[config.mk]
export PLATFORM = sky130hd
export DESIGN_NAME = ras_ckpt_stack
export DESIGN_NICKNAME = d
export VERILOG_FILES = /design/src/rtl/ras_ckpt_stack.sv
export SDC_FILE = /design/constraint.sdc
export NUM_CORES = 1
export LEC_CHECK = 0
export ABC_AREA = 1
export CORE_MARGIN = 2
export CORE_UTILIZATION = 48
export DETAILED_ROUTE_END_ITERATION = 6
export GPL_ROUTABILITY_DRIVEN = 0
export MAX_ROUTING_LAYER = met4
export PLACE_DENSITY = 0.87
export SLEW_MARGIN = 20
export SYNTH_ARGS = -nofsm -noshare
export SYNTH_HDL_FRONTEND = slang
export SYNTH_SLANG_ARGS = --single-unit
export TNS_END_PERCENT = 100
[constraint.sdc]
create_clock -name clk_i -period 6.7 [get_ports clk_i]
set_input_delay 0.67 -clock clk_i [delete_from_list [all_inputs] [get_ports clk_i]]
set_output_delay 0.67 -clock clk_i [all_outputs]
set_load 0.1 [all_outputs]
[src/rtl/ras_ckpt_stack.sv]
// Return-address stack with circular storage, call/return swap and a compact
// checkpoint {cnt, ptr, top}. A checkpoint restore rewrites the top entry, which
// repairs a slot that was overwritten on a mispredicted path.
module ras_ckpt_stack #(
  parameter  int DEPTH  = 2,
  parameter  int VLEN   = 64,
  localparam int PW     = $clog2(DEPTH),
  localparam int CW     = $clog2(DEPTH + 1),
  localparam int CKPT_W = CW + PW + VLEN
) (
  input  logic              clk_i,
  input  logic              rst_i,
  input  logic              flush_i,
  input  logic              push_i,
  input  logic              pop_i,
  input  logic [VLEN-1:0]   data_i,
  output logic [VLEN-1:0]   data_o,
  output logic              valid_o,
  output logic              overflow_o,
  output logic              underflow_o,
  output logic [CKPT_W-1:0] ckpt_o,
  input  logic              restore_i,
  input  logic [CKPT_W-1:0] restore_ckpt_i
);

  localparam logic [CW-1:0] FULL = CW'(DEPTH);

  logic [VLEN-1:0] stack_q [DEPTH];
  logic [PW-1:0]   ptr_q, ptr_d;
  logic [CW-1:0]   cnt_q, cnt_d;
  logic            ovf_q, ovf_d;
  logic            unf_q, unf_d;

  // single entry write port shared by push, swap and restore
  logic            wr_en;
  logic [PW-1:0]   wr_idx;
  logic [VLEN-1:0] wr_data;

  logic [CW-1:0]   rc_cnt;
  logic [PW-1:0]   rc_ptr;
  logic [VLEN-1:0] rc_top;

  assign rc_cnt = restore_ckpt_i[CKPT_W-1 -: CW];
  assign rc_ptr = restore_ckpt_i[VLEN +: PW];
  assign rc_top = restore_ckpt_i[VLEN-1:0];

  assign data_o      = stack_q[ptr_q];
  assign valid_o     = (cnt_q != '0);
  assign overflow_o  = ovf_q;
  assign underflow_o = unf_q;
  assign ckpt_o      = {cnt_q, ptr_q, stack_q[ptr_q]};

  // next-state: flush > restore > push/pop; pulses only from push/pop decisions
  always_comb begin
    ptr_d   = ptr_q;
    cnt_d   = cnt_q;
    ovf_d   = 1'b0;
    unf_d   = 1'b0;
    wr_en   = 1'b0;
    wr_idx  = ptr_q;
    wr_data = data_i;
    if (flush_i) begin
      ptr_d = '0;
      cnt_d = '0;
    end else if (restore_i) begin
      // an out-of-range count can only come from a corrupt checkpoint; clamp it
      cnt_d   = (rc_cnt > FULL) ? FULL : rc_cnt;
      ptr_d   = rc_ptr;
      wr_en   = 1'b1;
      wr_idx  = rc_ptr;
      wr_data = rc_top;
    end else if (push_i && pop_i) begin
      // call-return swap: replace top in place
      wr_en = 1'b1;
      if (cnt_q == '0) cnt_d = CW'(1);
    end else if (push_i) begin
      ptr_d  = ptr_q + PW'(1);
      wr_en  = 1'b1;
      wr_idx = ptr_q + PW'(1);
      if (cnt_q == FULL) ovf_d = 1'b1;
      else               cnt_d = cnt_q + CW'(1);
    end else if (pop_i) begin
      if (cnt_q != '0) begin
        ptr_d = ptr_q - PW'(1);
        cnt_d = cnt_q - CW'(1);
      end else begin
        unf_d = 1'b1;
      end
    end
  end

  // control registers and registered event pulses
  always_ff @(posedge clk_i) begin
    if (rst_i) begin
      ptr_q <= '0;
      cnt_q <= '0;
      ovf_q <= 1'b0;
      unf_q <= 1'b0;
    end else begin
      ptr_q <= ptr_d;
      cnt_q <= cnt_d;
      ovf_q <= ovf_d;
      unf_q <= unf_d;
    end
  end

  // entry storage: cleared on reset, otherwise at most one write per cycle
  always_ff @(posedge clk_i) begin
    if (rst_i) begin
      for (int i = 0; i < DEPTH; i++) stack_q[i] <= '0;
    end else if (wr_en) begin
      stack_q[wr_idx] <= wr_data;
    end
  end

endmodule

==> results of run 1 <==
placed cells by master, fill, tap and decap left out:
| cell | Yosys | layout |
|---|---|---|
| buf_4 | 72 | 4 |
| a21oi_1 | 3 | 3 |
| edfxtp_1 | 128 | 128 |
| nor2_2 | 49 | 49 |
| clkbuf_16 | 0 | 17 |
| inv_2 | 1 | 1 |
| clkinv_4 | 0 | 4 |
| nor3b_1 | 1 | 1 |
| nand2_4 | 0 | 2 |
| nand2_2 | 1 | 2 |
| clkdlybuf4s50_1 | 0 | 270 |
| or2_1 | 1 | 1 |
| mux2i_1 | 64 | 64 |
| dfxtp_2 | 0 | 1 |
| nor2_1 | 90 | 90 |
| inv_1 | 10 | 10 |
| bufinv_16 | 0 | 4 |
| nand3_2 | 0 | 1 |
| clkbuf_1 | 1 | 2 |
| mux2_2 | 64 | 64 |
| clkinvlp_4 | 0 | 2 |
| nand4_1 | 1 | 1 |
| nand3_1 | 4 | 3 |
| dfxtp_1 | 6 | 5 |
| o21ai_1 | 2 | 2 |
| nand2_1 | 27 | 24 |
| ha_1 | 2 | 2 |
| clkinv_2 | 0 | 2 |
power breakdown:
group | switching, W | internal, W | total, W | leakage, nW
clock | 0.000333 | 0.000621 | 0.000954 | 0.293
sequential | 0.0000179 | 0.000980 | 0.000998 | 1.37
combinational | 0.000717 | 0.000256 | 0.000973 | 2.29
routing by layer:
layer / up-vias / share of wire [%]
li1: 2232 / -
met1: 2264 / 37
met2: 232 / 54
met3: 40 / 6.2
met4: 0 / 2.3
met5: - / 0
worst register-to-register path, stage by stage (launching register included):
cell and delay, ps:
dfxtp_1 370, inv_1 110, ha_1 300, o21ai_1 150, nand2_1 120, nand2_1 170
nand2_4 530, nand2_2 890, buf_4 530
cell type report:
cell class              count  area share [%]
inverters                  11           0.421
multi-input cells         309            22.7
flip-flops and latches    134            40.4
clock buffers              19            4.42
well taps                 180            2.30
clock inverters            12            1.84
repair buffers            274            27.9
cell families (layout without fill, tap and decap cells):
group           Yosys count  after routing  synth area share, %
flops                   134            134                 57.5
fa+ha+maj                 2              2                0.363
simple gates            174            174                 11.5
buf+inv                 104            316                 10.5
mux                     128            128                 19.8
compound gates            5              5                0.363
metrics by stage:
stage | cells | total power [W]
global placement | 908 | 0.00198
detailed placement | 908 | 0.00199
floorplan | 547 | 0.00178
CTS | 939 | 0.00294
finish | 939 | 0.00292
global route | 939 | 0.00300
worst min-delay path by stage:
stage / slack (ps) / from / to / cells after the start
after global placement: 510 / ptr_q / flip-flop / 2
final: 560 / ptr_q / ptr_q / 2
after detailed placement: 520 / ptr_q / flip-flop / 2
after floorplan: 470 / ptr_q / flip-flop / 2
after CTS: 540 / ptr_q / ptr_q / 2
after global routing: 580 / ptr_q / ptr_q / 2
sequential cells by signal, indices dropped and copies added, names as in the netlist, named ones only:
name	flops
ptr_q	1
stack_q	128
overflow_o	1
cnt_q	2
underflow_o	1
==> results.md, run 1 <==
* Max-slew headroom at 26.6%
* TNS Setup at 0 ps
* Cell mode on critical path: nand2_1
* RSZ-0062 raised after global routing: no
* Final Max Tran Viols at 0
* CTS Hold Buffers Added at 0
* Clk slew on worst S/H paths at around 60 ps
* # rows at 43
* Final setup fails at 0
* Drt via density at 5.08
* Multi-input gate area at 2230 um^2
* Crit Path Max Fanout at 65
* Die height at 124 um
* Commonest cells post-synth: edfxtp_1 (128), nor2_1 (90), buf_4 (72)
* First-pass GRT wire length at 23,100 um
* Routed wire length at about 16,000 um
* Hold WC Path Type: reg -> reg
* Largest area contributor in the netlist: edfxtp_1
* EDFF count, synth at ~130
* Worst R2R Setup Slack at about 3200 ps
* WP data required at 6750 ps
* Largest net degree at the start of global routing at 66
* Setup Skew at 10.2 ps
* Antenna Cells at 0
* Final net count at slightly below 900
* Synthesized area per cell at 12.6 um^2
* Status: completed
* M3 GR Usage at 3.75%
* Worst Max-Slew Pin Slew at approximately 1100 ps
* Core area at approximately 14,000 um^2
* Cts repair resizes at 0
* CP endpoint kind: flip-flop
* PortBufs at 270
* GR peak layer: met2
* Crit-path max cell delay at 880 ps
* Most frequent cell after synthesis: edfxtp_1
* FF/Latch Area at 3970 um^2
* Ys async rst share at 0%
* DR WL/cell at roughly 17 um
* Synth unique cells at 21
* Post-route cell area at between 9000 and 10,000 um^2
* Io pins at approximately 270
* FF-to-FF path depth at 8
* TritonCTS Sinks at 134
* Startpoint type of the worst setup path: input port
* CP Class: in -> reg
* Hold Fails Final Rpt at 0
* Crit path time final at 4030 ps
* Max-cap check violation count at 0
* CP max stage cell: nand2_2
* Synth Flop Type: edfxtp_1
* Vias in the first global route at ~4,800
* Number of fill cells at 912
* Worst path arrival time at 4090 ps
* Synth area leaders: edfxtp_1 (56%), mux2_2 (10%), mux2i_1 (9.3%)
* Grt ovf at 0
* ANT nets after route at 0
* Met2 usage at ~37%
* H-tree Lvls at 4
* Total CTS buffers at 17
* Final Util at 70.4%
* Area after DPL at 9190 um^2
* Max Clk Rate at 0.248 GHz
* First-pass detailed-route iteration total at 7
* Post-synth top area share at 55.8%
* Share of cells above drive strength 1 at 20.2%
* Critical R2R Launch: ptr_q
* Dpl ws at 2290 ps
* Clock root buffer: clkbuf_16
* GRT Total Usage at roughly a fifth
* CP Capture Point: stack_q[0][37]
* PD cells at 298 nW/um^2
* Synth Warn # at 0
* CTS tree: yes
* Seq cells post-synth at roughly 130
* Worst-path cell chain: clkdlybuf4s50_1, inv_1, ha_1, o21ai_1, nand2_1, nand2_1, nand2_4, nand2_2, buf_4
* Crit path buf inv count at 3
* PnR worst setup slack at 2670 ps
* Synth Cell Area at ~7000 um^2
* Initial core utilization at 49.4%
* Critical R2R Capture: stack_q[0][37]
* Die Span X at between 100 and 150 um
* VDD IR-drop max at approximately 0.19 mV
* Clk buf depth at 2
* HPWL Detailed at 11,100 um
* Register area share after synthesis at 57.5%
* Synth Net Count at between 600 and 700
* Worst path top cell family by delay: simple AND/OR/NAND/NOR gates
* Hold_ws at 563 ps
* CP Launch Point: push_i
* Clk_lat worst skew at 410 ps
* Number of antenna violations at the first check in global routing at 0
* Critical path depth at 9
* Leak Pwr at between 3 and 4 nW
* Cell count after synthesis at 547
* DR DRC count at 0
* DR iter-0 viols at ~380
* Area grow syn2layout at 42.3%
* Die area at 15,300 um^2
* Final Cycle Share at 60.2%
* Post-CTS Setup Inserts at 0
* M1 GR Usage at 22.3%
* Vias at 4,768
Note: power is estimated with default switching activity, not from simulation.
==> run 2, diff against run 1 <==
CORE_UTILIZATION = 44   (was 48)
PLACE_DENSITY = 0.81   (was 0.87)
clock period = 4 ns   (was 6.7 ns; I/O delays follow)
==> run 2 against run 1 <==
- non-clock buffer count down 1
- clock power rose by 51%
- power up 61%
- combinational power rose by 65%
- design area fell by 0.78%
- sequential power rose by 68%
- via count decreased by 1.8%
- register-to-register slack got worse by 1800 ps
- highest routed layer unchanged
==> results.md, run 2 (synthesis gave the netlist of run 1 again) <==
* Hold Startpoint: ptr_q
* Biggest register: stack_q
* Worst path arrival time at between 2000 and 3000 ps
* Top Registers: stack_q x128, cnt_q x2
* HPWL Detailed at around 11,000 um
* Vias in the first global route at between 4,000 and 5,000
* Total CTS buffers at 17
* CTS tree: yes
* Drt via density at 4.83
* First-pass detailed-route iteration total at 4
* H-tree Lvls at 4
* # rows at 45
* Io pins at approximately 270
* Die height at ~130 um
* CTS Hold Buffers Added at 0
* First-pass GRT wire length at 22,900 um
* Leak Pwr at a little under 4 nW
* Final Max Tran Viols at 0
* Max-cap check violation count at 0
* Hold Fails Final Rpt at 0
* Routed wire length at 15,100 um
* TNS Setup at 0 ps
* Max-slew headroom at 33.4%
* Die Span X at 129 um
* WP data required at 3600 ps
* Worst Max-Slew Pin Slew at 996 ps
* Max FFs per register at 128
* CP endpoint kind: output port
* Max Clk Rate at between 0.3 and 0.4 GHz
* Antenna Cells at 0
* Area grow syn2layout at 41.2%
* Share of cells above drive strength 1 at about a quarter
* Total power at between 0.004 and 0.005 W
* DR DRC count at 0
* Critical R2R Launch: ptr_q
* PortBufs at 270
* GRT Total Usage at 18.4%
* Cts repair resizes at 0
* Startpoint type of the worst setup path: flip-flop
* Largest net degree at the start of global routing at 65
* Final cell count without fillers at 970
* Commonest non-fill, non-tap cell in the layout: clkdlybuf4s50_1
* Worst Hold Depth at 2
* Core area at about 15,000 um^2
* Crit Path Max Fanout at 64
* Crit path time final at 3220 ps
* Post-route cell area at 9730 um^2
* DR WL/cell at 15.6 um
* ANT nets after route at 0
* DR iter-0 viols at 288
* Clock root buffer: clkbuf_16
* Status: completed
* Placed insts at 938
* Setup Skew at 4.03 ps
* FF-to-FF path depth at 8
* CP Class: reg -> out
* Final net count at 885
* Critical R2R Capture: stack_q[0][1]
* Hold WC Path Type: reg -> reg
* RSZ-0062 raised after global routing: no
* PD cells at 485 nW/um^2
* Clk_lat worst skew at roughly 400 ps
* Area after DPL at 9160 um^2
* Number of antenna violations at the first check in global routing at 0
* TritonCTS Sinks at roughly 130
* Final setup fails at 0
* Post-CTS Setup Inserts at 0
* Initial core utilization at 45.2%
* Worst R2R Setup Slack at 1350 ps
* Clk buf depth at 2
* Clk slew on worst S/H paths at around 60 ps
* Final Cycle Share at 80.5%
* Vias at ~4,700
* VDD IR-drop max at approximately 0.27 mV
* Most frequent cells in the layout: clkdlybuf4s50_1 (236), edfxtp_1 (128), nor2_1 (90)
* Die area at about 17,000 um^2
* Grt ovf at 0
[run 2: cell count changes in the layout (fill, tap and decap cells not counted), sizes merged]
| cell | before | now |
|---|---|---|
| buf | 4 | 37 |
| bufinv | 4 | 1 |
| clkbuf | 19 | 17 |
| clkdlybuf4s50 | 270 | 236 |
| clkinvlp | 2 | 5 |
| inv | 11 | 14 |
[run 2: worst max-delay path, cell delays in order, from the launching register on]
cell             delay [ps]
dfxtp_4                 920
mux2_2                  330
clkdlybuf4s50_1        1140
[run 2: worst max path at each step]
stage,from,end,slack (ps),cells after the start
after detailed placement,push_i,stack_q[0][51],720,9
after global routing,flip-flop,ckpt_o[41],660,2
after CTS,flip-flop,data_o[13],730,2
after global placement,push_i,stack_q[0][50],870,9
final,flip-flop,data_o[18],780,2
after floorplan,push_i,stack_q[0][0],880,9
[run 2: power breakdown]
group / total (W) / leakage, nW / internal, W / switching, W
Combinational: 0.00161 / 2.33 / 0.000417 / 0.00119
Sequential: 0.00168 / 1.37 / 0.00164 / 0.0000359
Clock: 0.00144 / 0.262 / 0.000856 / 0.000581
[run 2: final cells by class]
type	instances	area, um^2
Tap cell	211	264
Sequential cell	134	3970
Clock buffer	17	425
Inverter	11	41.3
Clock inverter	15	131
Timing Repair Buffer	273	2650
Fill cell	1163	5530
Multi-Input combinational cell	309	2240
[run 2: layer usage]
| metal | GRT usage [%] | wire [um] | vias to the layer above |
|---|---|---|---|
| met3 | 3.80 | 1030 | 14 |
| met2 | 33.0 | 8040 | 206 |
| met1 | 20.7 | 5900 | 2233 |
| met4 | 5.18 | 144 | 0 |
| li1 | - | - | 2230 |
| met5 | - | 0 | - |
[run 2: stage by stage]
stage               setup WS (ps)  hold slack (ps)  utilization, %
detailed placement            720              501            60.0
finish                        778              524            63.7
global route                  662              542            63.7
floorplan                     885              467               -
global placement              874              500            60.0
CTS                           731              520            63.7
